### config.mk
export PLATFORM = sky130hd
export DESIGN_NAME = data_mem
export DESIGN_NICKNAME = d
export VERILOG_FILES = /design/src/rtl/data_mem.sv
export SDC_FILE = /design/constraint.sdc
export NUM_CORES = 2
export LEC_CHECK = 0
export BUFFER_PORTS_ARGS = -buffer_cell sky130_fd_sc_hd__buf_2
export CORE_ASPECT_RATIO = 0.5
export CORE_MARGIN = 5
export CORE_UTILIZATION = 35
export CTS_CLUSTER_DIAMETER = 100
export DETAILED_ROUTE_END_ITERATION = 6
export HOLD_SLACK_MARGIN = 0.03
export PLACE_DENSITY_LB_ADDON = 0.2
export SLEW_MARGIN = 40
export SYNTH_ARGS = -nofsm -noshare
export SYNTH_HDL_FRONTEND = slang
export SYNTH_SLANG_ARGS = --single-unit
### constraint.sdc
create_clock -name clk -period 2.97 [get_ports clk]
set_input_delay 0.297 -clock clk [delete_from_list [all_inputs] [get_ports clk]]
set_output_delay 0.297 -clock clk [all_outputs]
set_load 0.01 [all_outputs]
### src/rtl/data_mem.sv
// data_mem: word-organised MIPS data memory, async read, sync write, async clear
module data_mem #(
  parameter int DATA_W = 32,
  parameter int DEPTH  = 64
) (
  input  logic              clk,
  input  logic              rst_n,
  input  logic              we,
  input  logic [31:0]       a,
  input  logic [DATA_W-1:0] wd,
  output logic [DATA_W-1:0] rd
);
  localparam int AW = $clog2(DEPTH);
  logic [DATA_W-1:0] mem [DEPTH];
  logic [AW-1:0]     idx;
  assign idx = a[AW+1:2];
  assign rd  = mem[idx];
  always_ff @(posedge clk or negedge rst_n) begin
    if (!rst_n) begin
      for (int i = 0; i < DEPTH; i++) mem[i] <= '0;
    end else if (we) begin
      mem[idx] <= wd;
    end
  end
endmodule

==> results.sh <==
export IMPL_status="complete, but fails checks"
export IMPL_violations="setup timing"
export IMPL_nets=7123
export IMPL_post_drt_wl_per_cell_um=29.8
export IMPL_cp_arrival_ns=3.08
export IMPL_place_congestion=0.816
export IMPL_grt_antenna_before_repair=13
export IMPL_worst_setup_path_start_kind="register"
export IMPL_drtPass1Iterations=5
export IMPL_coreArea_sq_um=262000
export IMPL_drt_wl_total_um=320000
export IMPL_clkLatencyLatePin_ns=0.84
export IMPL_synth_edf_count=0
export IMPL_drive_gt1_frac=0.495
export IMPL_postSynthAreaPerCell_sq_um=13.6
export IMPL_register_area_sq_um=51200
export IMPL_clk_pin_slew_ns=0.07
export IMPL_cts_max_level=4
export IMPL_rsz0062_at_grt="yes"
export IMPL_skew_ns=0
export IMPL_rows=133
export IMPL_synthCells=6758
export IMPL_overflow=0
export IMPL_ir_worst_vdd_uv=488
export IMPL_dieArea_sq_um=274000
export IMPL_ys_top_cells_by_area="dfrtp_1 56%, mux2_2 25%, a22oi_1 2.4%"
export IMPL_worst_pin_slew_ns=0.867
export IMPL_cts_tree="yes"
export IMPL_synth_top_cell_by_area="dfrtp_1"
export IMPL_ys_seq_area_frac=0.556
export IMPL_synth_flop_cell="dfrtp_1"
export IMPL_grtUsageTotal=0.229
export IMPL_largest_reg_flops=2048
export IMPL_grt_pass1_wl_um=468000
export IMPL_fin_crit_ns=3.38
export IMPL_start_util=0.351
export IMPL_syn_nets=6825
export IMPL_ant_nets=0
export IMPL_final_max_slew_violation_count=0
export IMPL_yosys_warnings=0
export IMPL_dp_cells=10300
export IMPL_fin_ws_ns=-0.411
export IMPL_switchingPower_mw=18.1
export IMPL_setup_viol=26
export IMPL_io_buffers=72
export IMPL_reg_top3="mem: 2048 flops"
export IMPL_vias=61500
export IMPL_grt_pass1_vias=63400
export IMPL_die_w_um=735
export IMPL_async_reset_ff_frac=1.00
export IMPL_cts_sinks=2048
export IMPL_power_frac_seq=0.474
export IMPL_pin_count=99
export IMPL_detail_route_iter0_violations=5139
export IMPL_crit_fanout=2
export IMPL_combPwrFrac=0.134
export IMPL_syn2layout_area_growth_pct=20.2
export IMPL_critical_path_class="reg2out"
export IMPL_crit_required_ns=2.67
export IMPL_cts_buffers=206
export IMPL_hold_viol=0
export IMPL_n_fill_cell=24300
export IMPL_top_register="mem"
export IMPL_synth_seq_cells=2048
export IMPL_viasPerCell=5.73
export IMPL_slew_headroom=0.422
export IMPL_intPower_mw=52.6
export IMPL_synth_top_cell_area_share=0.556
export IMPL_max_freq_ghz=0.296
export IMPL_end_kind="primary output"
export IMPL_swShare=0.256
export IMPL_dieHeight_um=373
export IMPL_fin_util=0.422
export IMPL_hold_path_class="in2reg"
export IMPL_drc=0
export IMPL_yosysUniqueCellTypes=61
export IMPL_cts_root_buffer="clkbuf_16"
export IMPL_multi_input_area_sq_um=39400
export IMPL_grt_max_degree=131
export IMPL_clockBufferDepth=4
export IMPL_stdcell_count=10700
export IMPL_p_per_area_nw_per_um2=638
export IMPL_drv_cap=0
export IMPL_clkPwrFrac=0.392
export IMPL_dpl_hpwl_um=210000
export IMPL_fin_crit_sh=1.14
export IMPL_leakage_nw=50.6
export IMPL_syn_area_sq_um=92100
[synth_stat cells (all sizes together), types with 50 or more instances]
cell	number
dfrtp	2048
buf	411
nor2	162
mux4	71
nand2	86
clkbuf	329
o21ai	140
a221oi	245
a21oi	182
mux2i	190
nor3	50
o22ai	164
mux2	2085
a22oi	297
[power by group through the flow]
stage | registers (mW) | clock network (mW) | logic [mW]
after floorplan | 33.3 | 0 | 5.77
after detailed placement | 33.9 | 0 | 9.16
final | 33.5 | 27.7 | 9.47
after CTS | 33.4 | 28.3 | 9.48
after global routing | 33.9 | 29.4 | 10.2
after global placement | 33.8 | 0 | 8.99
[path summary, 6_finish.rpt]
kind / start / slack (ns) / to / cells past startpoint
max: mem[909] / -0.41 / rd[13] / 7
min: wd[0] / 0.08 / mem[352] / 2
max reg2reg: mem[1416] / 2.10 / mem[1416] / 2
min reg2reg: mem[1411] / 0.49 / mem[1411] / 1
min in group asynchronous: rst_n / 0.28 / mem[2033] / 3
max in group asynchronous: rst_n / 1.74 / mem[1370] / 3
[cell families after synthesis]
group | Yosys count | synth area share
DFF | 2048 | 0.556
buffers and inverters | 742 | 0.0359
AOI/OAI and AO/OA | 1223 | 0.0947
muxes | 2346 | 0.293
and+or+nand+nor | 399 | 0.0200
[final cells by class]
type / instances / area share
repair buffers: 830 / 0.0777
multi-input cells: 3968 / 0.356
flip-flops and latches: 2048 / 0.463
well taps: 3510 / 0.0397
clock inverters: 47 / 0.00684
inverters: 2 / 0.000158
diodes: 3 / 0.0000678
clock buffers: 323 / 0.0565
[metal layers]
metal  vias up  track usage  part of all wire
li1      25900            -                 -
met1     33500        0.345              0.48
met2      1589        0.346              0.44
met3       400       0.0349             0.054
met4         8       0.0515             0.026
met5         -            0           0.00013
[what timing repair did]
item	4_1_cts	5_1_grt
resized for setup	250	72
setup buffers	4	0
hold endpoints to repair	1439	0
endpoints found under the setup margin	32	32
pin swaps	76	48
gates cloned	0	1
hold buffers	14	0
[placed cells by master, fill, tap and decap left out, types with 12 or more instances in the layout]
| master | n |
|---|---|
| o22ai_1 | 149 |
| a21oi_2 | 17 |
| a22oi_1 | 274 |
| a31oi_1 | 13 |
| o21ai_1 | 21 |
| a21oi_1 | 164 |
| dfrtp_1 | 2048 |
| mux2_2 | 2073 |
| buf_2 | 40 |
| nor4_1 | 12 |
| a222oi_1 | 25 |
| mux4_2 | 71 |
| a221o_1 | 24 |
| o21ai_0 | 109 |
| clkinv_2 | 23 |
| a221oi_1 | 185 |
| buf_12 | 182 |
| nor3_1 | 42 |
| buf_6 | 31 |
| o211ai_1 | 13 |
| o2bb2ai_1 | 12 |
| buf_4 | 561 |
| dlygate4sd3_1 | 13 |
| a22o_1 | 29 |
| nand2_2 | 34 |
| a22oi_2 | 23 |
| clkbuf_1 | 56 |
| a221oi_2 | 59 |
| nand3_1 | 12 |
| clkbuf_16 | 211 |
| nand2_1 | 51 |
| nor2_1 | 123 |
| clkbuf_8 | 57 |
| bufinv_16 | 20 |
| mux2i_1 | 185 |
| o22ai_2 | 14 |
| nor2_4 | 37 |
[metrics by stage]
step | area, sq um | hold slack [ns] | power [mW] | setup TNS, ns | setup slack, ns
after floorplan | 92100 | 0.00141 | 39.1 | 0 | 0.633
after global placement | 102000 | 0.271 | 42.8 | -14.21 | -0.766
after detailed placement | 102000 | 0.274 | 43.1 | -13.63 | -0.666
after CTS | 110000 | 0.0303 | 71.2 | -7.25 | -0.497
after global routing | 111000 | 0.0603 | 73.5 | -7.03 | -0.475
final | 111000 | 0.0799 | 70.7 | -4.57 | -0.411
[worst max-delay path: stages (launching register included)]
cell	delay [ns]
dfrtp_1	0.40
a221oi_2	0.30
nor3_2	0.10
nor4_4	0.36
buf_4	0.19
o211ai_1	0.20
a2111o_1	0.49
buf_2	0.17
(Power assumes the default switching activity.)
